[config.mk]
export PLATFORM = sky130hd
export DESIGN_NAME = imem_loader
export DESIGN_NICKNAME = d
export VERILOG_FILES = /design/src/rtl/imem_loader.sv
export SDC_FILE = /design/constraint.sdc
export NUM_CORES = 1
export LEC_CHECK = 0
export CORE_MARGIN = 2
export CORE_UTILIZATION = 45
export CTS_BUF_LIST = sky130_fd_sc_hd__clkbuf_2 sky130_fd_sc_hd__clkbuf_4 sky130_fd_sc_hd__clkbuf_8
export DETAILED_ROUTE_END_ITERATION = 8
export PLACE_DENSITY_LB_ADDON = 0.12
export SKIP_CTS_REPAIR_TIMING = 1
export SLEW_MARGIN = 5
export SYNTH_ARGS = -nofsm -noshare
export SYNTH_HDL_FRONTEND = slang
export SYNTH_SLANG_ARGS = --single-unit
[constraint.sdc]
create_clock -name clk -period 3.1 [get_ports clk]
set_input_delay 0.465 -clock clk [delete_from_list [all_inputs] [get_ports clk]]
set_output_delay 0.465 -clock clk [all_outputs]
set_load 0.02 [all_outputs]
[src/rtl/imem_loader.sv]
// imem_loader: streams 32-bit words big-endian, one byte per clock, into the instruction memory write port.
// Define IMEM_LOADER_CHECKSUM_EN to build the running modulo-2^32 checksum of accepted words.
module imem_loader #(
  parameter int ADDR_W = 8,
  parameter int CNT_W  = 7
) (
  input  logic              clk,
  input  logic              rst_n,
  input  logic              start_i,
  input  logic [ADDR_W-1:0] base_addr_i,
  input  logic [CNT_W-1:0]  word_count_i,
  input  logic              in_valid_i,
  output logic              in_ready_o,
  input  logic [31:0]       in_word_i,
  output logic              mem_we_o,
  output logic [ADDR_W-1:0] mem_addr_o,
  output logic [7:0]        mem_wdata_o,
  output logic              busy_o,
  output logic              done_o,
  output logic              err_o,
  output logic [31:0]       checksum_o
);
  localparam int SW = ADDR_W + CNT_W + 2;
  typedef enum logic [1:0] {IDLE, WAIT_WORD, WRITE, DONE} state_t;
  state_t            state_q, state_d;
  logic [1:0]        idx_q, idx_d;
  logic [ADDR_W-1:0] addr_q, addr_d;
  logic [CNT_W-1:0]  rem_q, rem_d;
  logic [31:0]       word_q, word_d;
  logic [7:0]        wdata_q;
  logic              we_q, busy_q, done_q, err_q, err_d;
  logic [SW-1:0]     end_addr;
  logic              fits, start_ok, accept;
  // Range check is done wide enough that base + 4*count can never wrap.
  assign end_addr   = SW'(base_addr_i) + (SW'(word_count_i) << 2);
  assign fits       = (base_addr_i[1:0] == 2'b00) && (end_addr <= (SW'(1) << ADDR_W));
  assign start_ok   = (state_q == IDLE) && start_i && fits;
  assign in_ready_o = (state_q == WAIT_WORD) || ((state_q == WRITE) && (idx_q == 2'd3) && (rem_q != CNT_W'(1)));
  assign accept     = in_valid_i && in_ready_o;
  always_comb begin
    state_d = state_q;
    idx_d   = idx_q;
    addr_d  = addr_q;
    rem_d   = rem_q;
    word_d  = word_q;
    err_d   = 1'b0;
    case (state_q)
      IDLE: begin
        err_d = start_i && !fits;
        if (start_ok) begin
          addr_d  = base_addr_i;
          rem_d   = word_count_i;
          state_d = (word_count_i == '0) ? DONE : WAIT_WORD;
        end
      end
      WAIT_WORD: if (accept) begin
        word_d  = in_word_i;
        idx_d   = 2'd0;
        state_d = WRITE;
      end
      WRITE: begin
        addr_d = addr_q + 1'b1;
        idx_d  = idx_q + 1'b1;
        if (idx_q == 2'd3) begin
          rem_d   = rem_q - 1'b1;
          word_d  = accept ? in_word_i : word_q;
          state_d = (rem_q == CNT_W'(1)) ? DONE : accept ? WRITE : WAIT_WORD;
        end
      end
      default: state_d = IDLE;
    endcase
  end
  always_ff @(posedge clk or negedge rst_n) begin
    if (!rst_n) begin
      state_q <= IDLE;
      idx_q   <= '0;
      addr_q  <= '0;
      rem_q   <= '0;
      word_q  <= '0;
      we_q    <= 1'b0;
      wdata_q <= '0;
      busy_q  <= 1'b0;
      done_q  <= 1'b0;
      err_q   <= 1'b0;
    end else begin
      state_q <= state_d;
      idx_q   <= idx_d;
      addr_q  <= addr_d;
      rem_q   <= rem_d;
      word_q  <= word_d;
      we_q    <= state_d == WRITE;
      wdata_q <= (state_d == WRITE) ? word_d[{~idx_d, 3'b000} +: 8] : wdata_q;
      busy_q  <= state_d != IDLE;
      done_q  <= state_d == DONE;
      err_q   <= err_d;
    end
  end
  // addr_q is the byte address of the write being presented while in WRITE.
  assign mem_we_o    = we_q;
  assign mem_addr_o  = addr_q;
  assign mem_wdata_o = wdata_q;
  assign busy_o      = busy_q;
  assign done_o      = done_q;
  assign err_o       = err_q;
`ifdef IMEM_LOADER_CHECKSUM_EN
  logic [31:0] chk_q, chk_d;
  assign chk_d = start_ok ? '0 : accept ? chk_q + in_word_i : chk_q;
  always_ff @(posedge clk or negedge rst_n) begin
    if (!rst_n) chk_q <= '0;
    else chk_q <= chk_d;
  end
  assign checksum_o = chk_q;
`else
  assign checksum_o = '0;
`endif
endmodule
Yosys cells after proc, flatten, opt, wreduce, memory -nomap -nowiden
Index checks and enable logic that the tools add are counted.
- register bits: 63
- input port bits: 51
- output and inout port bits: 53
- $add $sub $neg: 4
- $lt $le $gt $ge: 1
- equal/unequal tests: 9
- shift-type cells: 1
- mux-type cells: 18
- bitwise operators: 1
- reduce and logical (&&, ||, !) cells: 16
- operator list (kind ; count):
    $mux W32 ; 2
    $pmux W32 S2 ; 1
    $shiftx A32 B6 Y8 ; 1
    $pmux W8 S2 ; 1
    $mux W2 ; 7
    $mux W7 ; 2
    $pmux W7 S2 ; 1
    $add A8 B9 Y10 ; 1
    $le A10 B9 Y1 const B ; 1
    $add A8 B1 Y8 const B ; 1
    $eq A2 B2 Y1 const B ; 4
    $mux W8 ; 1
    $eq A7 B1 Y1 const B ; 1
    $logic_and A1 B1 Y1 ; 7
    $logic_not A7 Y1 ; 1
    $ne A7 B1 Y1 const B ; 1
    $sub A7 B1 Y7 const B ; 1
    $pmux W2 S3 ; 1
    $logic_not A2 Y1 ; 2
    $pmux W2 S2 ; 1
    $reduce_bool A2 Y1 ; 2
    $reduce_and A3 Y1 ; 1
    $add A2 B1 Y2 const B ; 1
    $eq A2 B1 Y1 const B ; 1
    other kinds (7) ; 7

Logic depth before layout (Yosys ltp)
- word-level depth: 10
- mapped depth: 10
- gate-level depth less buffers: 9

Least setup slack after synthesis
No wires, ideal clock.
- path kind: input port to flip-flop
- start point: input base_addr_i[2]
- end point: register wdata_q[0], in the netlist mem_wdata_o[0]
- library setup time: 0.125 ns
- arrival: 2.888 ns
- path slack: 0.087 ns
- stages: 8
- buffers on the path: 1
- path through: ha_1 -> fa_1 -> or4_4 -> o41ai_4 -> a21oi_2 -> nor3b_1 -> buf_4 -> mux2_4
- word-level cells in the longest chain between the ends: 7
- RTL lines (item ; RTL line ; source):
    from (decl) ; 10 ; input logic [ADDR_W-1:0] base_addr_i,
    $add A8 B9 Y10 ; 35 ; assign end_addr = SW'(base_addr_i) + (SW'(word_count_i) << 2);
    $le A10 B9 Y1 ; 36 ; assign fits = (base_addr_i[1:0] == 2'b00) && (end_addr <= (SW'(1) << ADDR_W));
    $logic_and A1 B1 Y1 ; 36 ;
    $logic_and A1 B1 Y1 ; 37 ; assign start_ok = (state_q == IDLE) && start_i && fits;
    $mux W2 ; 50 ; if (start_ok) begin
    $pmux W2 S3 ; 47 ; case (state_q)
    $eq A2 B2 Y1 ; 92 ; wdata_q <= (state_d == WRITE) ? word_d[{~idx_d, 3'b000} +: 8] : wdata_q;
    to (signal assigned) ; 92 ;
    to (decl) ; 30 ; logic [7:0] wdata_q;
No other way between the ends.
A chain may end at the register's enable or synchronous reset.

Final worst setup path
- start point: input base_addr_i[2]
- end point: register wdata_q[1], in the netlist mem_wdata_o[1]
The elaborated chain is that of the path after synthesis.

==> summary.md <==
| Metric | Value |
|---|---|
| Crit end category | flop |
| Startpoint types | input pin |
| Routed Wire Length | 9.98 mm |
| Max incr delay on CP | 490 ps |
| Crit-path leading delay family | simple AND/OR/NAND/NOR gates |
| Share of synthesized registers carrying an async set or reset | 100% |
| Die Y | 97.4 µm |
| Drt drc | 0 |
| Status | finished, final reports clean |
| Fmax | 333 MHz |
| Clk_skew | 8.25 ps |
| Gr usage total | 21.2% |
| I/O pins | 104 |
| Clock Path Buffers | 2 |
| Layout Nets | 577 |
| CP Cell Sequence | clkdlybuf4s50_1 > ha_2 > fa_2 > a211oi_2 > buf_4 > or4b_1 > nand4_1 > o41ai_4 > a21oi_2 > nor3b_4 > buf_4 > mux2_4 |
| Post-Layout Cell Count | 624 |
| Slew Limit Fails | 0 |
| Vias in the first global route | 3,373 |
| CP Data Arrival Time | 3240 ps |
| Hold Crit Class | input pin to asynchronous set/reset pin |
| Post-synthesis sequential area ratio | 40.2% |
| Commonest register cell after synthesis | dfrtp_1 |
| Multi-input logic area | 2220 µm² |
| CTS Buf Count | 9 |
| Yosys reg bits | 63 |
| Final min period | 3010 ps |
| Port Buf Inserts | 71 |
| Mapped Cells | 400 |
| Yosys warns | 0 |
| Drt wl/cell | 16.0 µm |
| CP max stage cell | clkdlybuf4s50_1 |
| Final Setup Violations | 0 |
| Leak | 0.00236 µW |
| Buffers and inverters on the worst path | 3 |
| DP Worst Slack | -806 ps |
| # fillers | 731 |
| Final Worst Setup Slack | 93.3 ps |
| CTS Sinks | 63 |
| CTS tree | yes |
| Inst Count DP | 604 |
| Crit-path max FO | 5 |
| Via Count | 3,454 |
| Largest net degree at the start of global routing | 38 |
| Area growth from synthesis to layout | 33.7% |
| Drt pass-1 iters | 6 |
| Antenna Nets Post-Route | 0 |
| PD cells | 825 nW/µm² |
| First-pass GRT wire length | 16.5 mm |
| Clock latency on the worst-skew pair | 350 ps |
| Clk root buf | clkbuf_8 |
| Avg Inst Size Synth | 9.81 µm² |
| Die width | 97.4 µm |
| CP Class | input pin to flop |
| WP depth | 12 |
| DR vias/cell | 5.54 |
| Worst Max-Slew Pin Slew | 699 ps |
| Starting density of the core | 45.7% |
| CTS clk-pin slew, worst paths | 70 ps |
| Gr ovfl total | 0 |
| Placer congestion estimate | 0.879 |
| Die area | 9480 µm² |
| Final Hold Viols | 0 |
| Critical Path RT | 3330 ps |
| Placeable Area | 8590 µm² |
| Cell row count | 34 |
| Starting DRT DRC Count | 157 |
| DPL Wire Length | 7.37 mm |
| Slew headroom | 53.4% |
| Register cell area after layout | 1580 µm² |
| Syn Std Cell Area | 3920 µm² |
| Peak VDD IR | 0.462 mV |
| Distinct cells, synth | 66 |
| ANT cells | 0 |
| Final period utilization | 97.0% |
| Post-synth EDFFs | 0 |
| Antenna violations before repair | 0 |
| # H-tree levels | 3 |
| FF-to-FF path depth | 8 |
| Fraction of layout cells with a size suffix above 1 | 20.2% |
| Maxcap violations | 0 |
| Most frequent CP cell | buf_4 |
[placed cells by master, fill, tap and decap left out, types with 3 or more instances in the layout]
master           instances
nand3_1                 11
conb_1                  32
a22o_1                  23
dlymetal6s2s_1           3
ha_1                    13
o22ai_1                  6
nand2_1                 32
o221a_2                  3
inv_1                    9
nor2_1                  24
a21oi_1                 15
o22a_1                   4
o21ai_0                 22
mux2_4                   8
o211ai_1                 3
dfrtp_1                 63
xor2_1                   3
mux2i_1                  4
or4_1                    4
or3_1                    5
o21bai_1                 3
nor2b_1                  9
nand2b_1                 8
a2bb2oi_1                4
mux2_2                   6
buf_4                   44
nand4_1                  4
clkdlybuf4s50_1         67
a31oi_1                  4
clkbuf_8                10
nor3_1                   7
and3_1                   3
[worst paths after layout]
path / start / endpoint / slack [ps]
min in group clk: word_q[31] / word_q[31] / 510
max: base_addr_i[2] / mem_wdata_o[1] / 90
max in group asynchronous: rst_n / word_q[16] / 2300
min: rst_n / err_o / 160
min reg2reg: word_q[31] / word_q[31] / 510
max reg2reg: state_q[1] / mem_wdata_o[2] / 410
[logic make-up (layout without fill, tap and decap cells)]
logic type               Yosys count  in the layout  share of synthesized area (%)
XOR/XNOR                           4              4                          0.893
adder cells (fa/ha/maj)           15             15                           4.97
AO/OA/AOI/OAI                    119            119                           23.0
AND/OR/NAND/NOR                  123            123                           16.3
multiplexers                      18             18                           5.80
other                              1             32                         0.0956
buffers and inverters             57            142                           8.77
flip-flops                        63             63                           40.2
[sequential cells by signal (all words and copies together), names as in the netlist]
register,cells
done_o,1
idx_q,2
err_o,1
busy_o,1
rem_q,7
state_q,2
mem_we_o,1
word_q,32
mem_addr_o,8
mem_wdata_o,8
[Yosys cell counts (all sizes together) (3+ instances only)]
library cell,instances,area [µm²]
dfrtp,63,1580
buf,37,269
nand2,32,120
nor2,24,90.1
o21ai,24,124
a22o,23,201
a21oi,16,83.8
ha,14,175
mux2,14,188
nand3,12,60.1
clkbuf,11,41.3
inv,9,33.8
nor2b,9,56.3
nand2b,8,50.1
nor3,7,35.0
o22ai,6,37.5
a31oi,5,31.3
or3,5,31.3
or4,5,41.3
a211oi,4,40.0
a2bb2oi,4,35.0
and3,4,25.0
mux2i,4,40.0
nand4,4,25.0
o211ai,4,35.0
o22a,4,35.0
nor3b,3,22.5
o21bai,3,22.5
o221a,3,33.8
o311ai,3,26.3
o31a,3,27.5
xor2,3,26.3
[cell type report]
class | instances | share of cell area [%]
multi-input cells | 311 | 42.3
flip-flops and latches | 63 | 30.0
repair buffers | 117 | 20.6
clock buffers | 11 | 2.77
well taps | 108 | 2.58
clock inverters | 5 | 1.07
inverters | 9 | 0.644
[through the flow]
stage               TNS (ps)  hold WS [ps]  cell area [µm²]  total power [µW]  util, %
floorplan                  0           169             4040              2750        -
global placement      -10480           485             4920              3460     57.3
detailed placement    -11340           490             4920              3500     57.3
CTS                    -3600           178             5120              4250     59.6
global route           -52.2           213             5250              4620     61.1
finish                     0           158             5250              4330     61.1
[layer usage]
layer  GRT usage (%)  vias to the layer above  share of wire, %
met5               0                        -                 0
met1            30.5                     1699                47
met2            32.9                       99                47
met3            3.74                        8               4.6
met4            6.30                        0              0.89
li1                -                     1648                 -
[power by group]
part	total, µW	internal, µW	switching [µW]	leakage [µW]
combinational	2270	1060	1210	0.00143
clock	743	402	340	0.000103
sequential	1320	1090	224	0.000835
Power figures use the tool's default switching activity.
